--- src/rtl/hme_ip_rgmii_tx_arb.sv ---
// Two-port GMII transmit scheduler: round-robin frame grant, preamble/SFD
// insertion, underflow abort with drain, and inter-frame gap enforcement.
module hme_ip_rgmii_tx_arb #(
   parameter int PREAMBLE_LEN = 7,
   parameter int IFG_CYCLES   = 12
) (
   input  logic       clk_eth,
   input  logic       rstn,
   input  logic       i_enable,
   input  logic       s0_valid,
   input  logic [7:0] s0_data,
   input  logic       s0_last,
   output logic       s0_ready,
   input  logic       s1_valid,
   input  logic [7:0] s1_data,
   input  logic       s1_last,
   output logic       s1_ready,
   output logic       gmii_tx_en,
   output logic [7:0] gmii_txd,
   output logic       gmii_tx_er,
   output logic       o_busy,
   output logic       o_grant,
   output logic       o_underflow
);

   typedef enum logic [2:0] {IDLE, PRE, SFD, DATA, DRAIN, IFG} state_t;

   // The IDLE cycle before a grant is part of the gap, so IFG itself lasts IFG_CYCLES-1.
   localparam logic [7:0] PRE_LAST = 8'(PREAMBLE_LEN - 1);
   localparam logic [7:0] IFG_LAST = 8'(IFG_CYCLES - 2);

   state_t     state, state_next;
   logic [7:0] cnt, cnt_next;
   logic       grant_next;
   logic       tx_en_next, tx_er_next, underflow_next;
   logic [7:0] txd_next;
   logic       sel_valid, sel_last, xfer;
   logic [7:0] sel_data;

   assign sel_valid = o_grant ? s1_valid : s0_valid;
   assign sel_data  = o_grant ? s1_data  : s0_data;
   assign sel_last  = o_grant ? s1_last  : s0_last;
   assign xfer      = (state == DATA) || (state == DRAIN);
   assign s0_ready  = xfer & ~o_grant;
   assign s1_ready  = xfer & o_grant;

   always_comb begin
      state_next     = state;
      cnt_next       = cnt;
      grant_next     = o_grant;
      tx_en_next     = 1'b0;
      txd_next       = 8'h00;
      tx_er_next     = 1'b0;
      underflow_next = 1'b0;
      case (state)
         IDLE: begin
            if (i_enable && (s0_valid || s1_valid)) begin
               state_next = PRE;
               cnt_next   = 8'd0;
               grant_next = (s0_valid && s1_valid) ? ~o_grant : s1_valid;
            end
         end
         PRE: begin
            tx_en_next = 1'b1;
            txd_next   = 8'h55;
            if (cnt == PRE_LAST) begin
               state_next = SFD;
               cnt_next   = 8'd0;
            end else begin
               cnt_next = cnt + 8'd1;
            end
         end
         SFD: begin
            tx_en_next = 1'b1;
            txd_next   = 8'hD5;
            state_next = DATA;
         end
         DATA: begin
            tx_en_next = 1'b1;
            if (sel_valid) begin
               txd_next = sel_data;
               if (sel_last) begin
                  state_next = IFG;
                  cnt_next   = 8'd0;
               end
            end else begin
               tx_er_next     = 1'b1;
               underflow_next = 1'b1;
               state_next     = DRAIN;
            end
         end
         DRAIN: begin
            if (sel_valid && sel_last) begin
               state_next = IFG;
               cnt_next   = 8'd0;
            end
         end
         IFG: begin
            if (cnt == IFG_LAST) begin
               state_next = IDLE;
               cnt_next   = 8'd0;
            end else begin
               cnt_next = cnt + 8'd1;
            end
         end
         default: state_next = IDLE;
      endcase
   end

   // o_grant resets to 1 so that port 0 wins the first contention.
   always_ff @(posedge clk_eth or negedge rstn) begin
      if (!rstn) begin
         state       <= IDLE;
         cnt         <= 8'd0;
         o_grant     <= 1'b1;
         gmii_tx_en  <= 1'b0;
         gmii_txd    <= 8'h00;
         gmii_tx_er  <= 1'b0;
         o_underflow <= 1'b0;
         o_busy      <= 1'b0;
      end else begin
         state       <= state_next;
         cnt         <= cnt_next;
         o_grant     <= grant_next;
         gmii_tx_en  <= tx_en_next;
         gmii_txd    <= txd_next;
         gmii_tx_er  <= tx_er_next;
         o_underflow <= underflow_next;
         o_busy      <= (state != IDLE);
      end
   end

endmodule

--- config.mk ---
export PLATFORM = sky130hd
export DESIGN_NAME = hme_ip_rgmii_tx_arb
export DESIGN_NICKNAME = d
export VERILOG_FILES = /design/src/rtl/hme_ip_rgmii_tx_arb.sv
export SDC_FILE = /design/constraint.sdc
export NUM_CORES = 1
export LEC_CHECK = 0
export CAP_MARGIN = 20
export CORE_ASPECT_RATIO = 1.5
export CORE_UTILIZATION = 41
export CTS_CLUSTER_SIZE = 24
export DETAILED_ROUTE_END_ITERATION = 16
export GPL_TIMING_DRIVEN = 0
export PLACE_DENSITY = 0.84
export SYNTH_ARGS = -nofsm -noshare
export SYNTH_HDL_FRONTEND = slang
export SYNTH_SLANG_ARGS = --single-unit
--- constraint.sdc ---
create_clock -name clk_eth -period 2.2 [get_ports clk_eth]
set_clock_uncertainty 0.2 [all_clocks]
set_input_delay 0.44 -clock clk_eth [delete_from_list [all_inputs] [get_ports clk_eth]]
set_output_delay 0.44 -clock clk_eth [all_outputs]
set_load 0.05 [all_outputs]
==> impl_metrics.yaml <==
grt:
  grt_pass1_vias: 1230
  grtUsageMet3_pct: 3.65
  antenna_found_initial: 0
  grt_pass1_wl_um: 5100
  met2_usage_pct: 37.2
  grt_use_total_pct: 20.9
  grt_start_max_net_pins: 24
  met1_usage_pct: 21.6
  grt_overflow: 0
  top_usage_layer: "met2"
floorplan:
  die_area_um2: 3270
  initial_core_util_pct: 42.9
  pin_count: 38
  core_area_um2: 2910
  die_w_um: 47.1
  die_h_um: 69.6
  rows: 24
setup_path:
  r2r_slack_ps: 60
  crit_end: "state[0]"
  critPathTopFamily: "simple AND/OR/NAND/NOR gates"
  crit_path_start_kind: "flip-flop"
  cp_slowest_stage_delay_ps: 540
  cp.depth: 5
  crit_arrival_ps: 2070
  critPathRequiredTime_ps: 2140
  critPathMaxFanout: 17
  path_cells: "buf_6, mux2_4, nand2_4, a211oi_1, or4b_4"
  startpoint: "o_grant"
  slowest_stage: "dfstp_2"
  ff2ff_path_depth: 5
  crit_buf_inv: 1
  r2r-start: "o_grant"
  timing.rr.end: "state[0]"
  crit_path_end_kind: "flip-flop"
  worst-setup-path-type: "reg -> reg"
synth:
  ys_top_cells_by_area: "dfrtp_1, mux2i_1, o21ai_0"
  syn-cell-area_um2: 1250
  synth_cell_types: 44
  synth.top_cell.area_share_pct: 44.1
  ys_ff_latch: 23
  syn_area_per_cell_um2: 10.2
  synth_edf_count: 0
  synth_area_leader_cell: "dfrtp_1"
  yosys_warnings: 0
  synthCells: 123
  async_flop_share_pct: 100
  ys_seq_area_share_pct: 46.2
  synthFlopType: "dfrtp_1"
  syn-num-nets: 148
drt:
  vias_per_cell: 5.54
  via_count: 1120
  ant_nets: 0
  drt_pass1_iterations: 4
  drc: 0
  drt-wirelength-per-cell_um: 14.7
  drtIter0Drc: 41
  wirelength_um: 2970
clock_tree:
  cts_made_buffers: 3
  h-tree-depth: 1
  clockBufferDepth: 2
  cts_root_buf: "clkbuf_8"
  cts.sinks: 23
  hold_buffers: 0
  clk_pin_slew_worst_paths_ps: 80
  clock_latency_ps: 260
  cts_tree: "done"
timing:
  drv_slew: 0
  max_freq_ghz: 0.468
  worst_pin_slew_ps: 612
  min_period_over_period_pct: 97.2
  hold_viol_final: 0
  slew_headroom_pct: 58.5
  setup_viol: 0
  rsz0062_at_grt: "false"
  min_period_ps: 2140
final_layout:
  drive_above_1_share_pct: 16.6
  final_core_util_pct: 60.4
  num-fill-cells: 235
  fin_nets: 189
  design_area_um2: 1760
  diodes: 0
  area_growth_pct: 40.8
placement:
  gp_congestion: 0.878
  port_buffers: 37
  dpl-instance-area_um2: 1690
  dp_hpwl_um: 2330
power:
  irDropWorstVdd_mv: 0.750
  leakagePower_uw: 0.000783
  power.density_nw_per_um2: 1280
flow_run:
  cap_viol_max_count: 0
run_status:
  status: "complete, no violations"
hold_path:
  hp-class: "in -> async"
==> synth_stat cells (3+ instances only) <==
master / instances
and3_1: 4
inv_1: 6
nor2b_1: 6
a21oi_1: 4
and3b_1: 3
mux2i_1: 8
nor2_1: 11
nand3_1: 5
o21ai_0: 9
dfrtp_1: 22
clkbuf_1: 3
nand2_1: 4
==> metal layers <==
metal  part of all wire [%]  vias up
li1                       -      534
met5                      0        -
met2                     58       32
met3                    3.4        4
met4                    1.4        0
met1                     37      550
==> report_power, final <==
| group | internal, uW | switching, uW | leakage, uW |
|---|---|---|---|
| registers | 571 | 122 | 0.000293 |
| logic | 491 | 805 | 0.000467 |
| clock network | 129 | 127 | 0.0000228 |
| total | 1190 | 1050 | 0.000783 |
==> final cells by class <==
cell class | count | area [um^2] | area share [%]
Buffer | 4 | 27.5 | 1.57
Clock buffer | 4 | 45.0 | 2.56
Timing Repair Buffer | 38 | 387 | 22.0
Sequential cell | 23 | 579 | 33.0
Inverter | 6 | 22.5 | 1.28
Tap cell | 39 | 48.8 | 2.78
Multi-Input combinational cell | 88 | 648 | 36.9
==> flip-flops by register name (all words and copies together), names as in the netlist <==
name and count:
cnt 8, gmii_tx_en 1, gmii_txd 8, o_busy 1, o_grant 1, o_underflow 1, state 3
==> how the worst min path moves through the flow <==
| stage | from | endpoint | slack [ps] | depth (start not counted) |
|---|---|---|---|---|
| floorplan | rstn | cnt[0] | -60 | 0 |
| global placement | cnt[1] | cnt[1] | 350 | 1 |
| detailed placement | cnt[1] | cnt[1] | 370 | 1 |
| CTS | cnt[1] | cnt[1] | 390 | 1 |
| global route | rstn | gmii_txd[2] | 260 | 1 |
| finish | rstn | gmii_txd[2] | 250 | 1 |
==> metrics by stage <==
stage	cells	hold slack (ps)	setup TNS, ps	power, uW	setup slack, ps
floorplan	123	-55.6	0	1590	21.6
global placement	199	354	-1690	1950	-490
detailed placement	199	373	-2260	1990	-470
CTS	201	392	0	2250	51.0
global route	202	263	0	2370	11.6
finish	202	253	0	2250	62.0
==> cell families after synthesis <==
group,count (synthesis),synth area share [%]
and+or+nand+nor,45,21.8
xor gates and xnor gates,1,0.702
AOI/OAI and AO/OA,31,17.6
adders and majority gates,2,2.00
muxes,9,7.62
buffers and inverters,12,4.01
DFF,23,46.2
==> timing repair <==
action,in CTS,in global routing
endpoints found under the setup margin,4,0
resized for setup,18,0
setup buffers,0,0
==> layout by cell type, fill, tap and decap left out, types with 3 or more instances in the layout <==
master / synthesis / routed
a21oi_1: 4 / 3
and3_1: 4 / 4
and3b_1: 3 / 3
clkbuf_8: 0 / 3
clkdlybuf4s50_1: 0 / 34
dfrtp_1: 22 / 20
inv_1: 6 / 6
mux2i_1: 8 / 8
nand2_1: 4 / 4
nand3_1: 5 / 5
nor2_1: 11 / 9
nor2b_1: 6 / 5
o21ai_0: 9 / 9
Note: power is estimated with default switching activity, not from simulation.
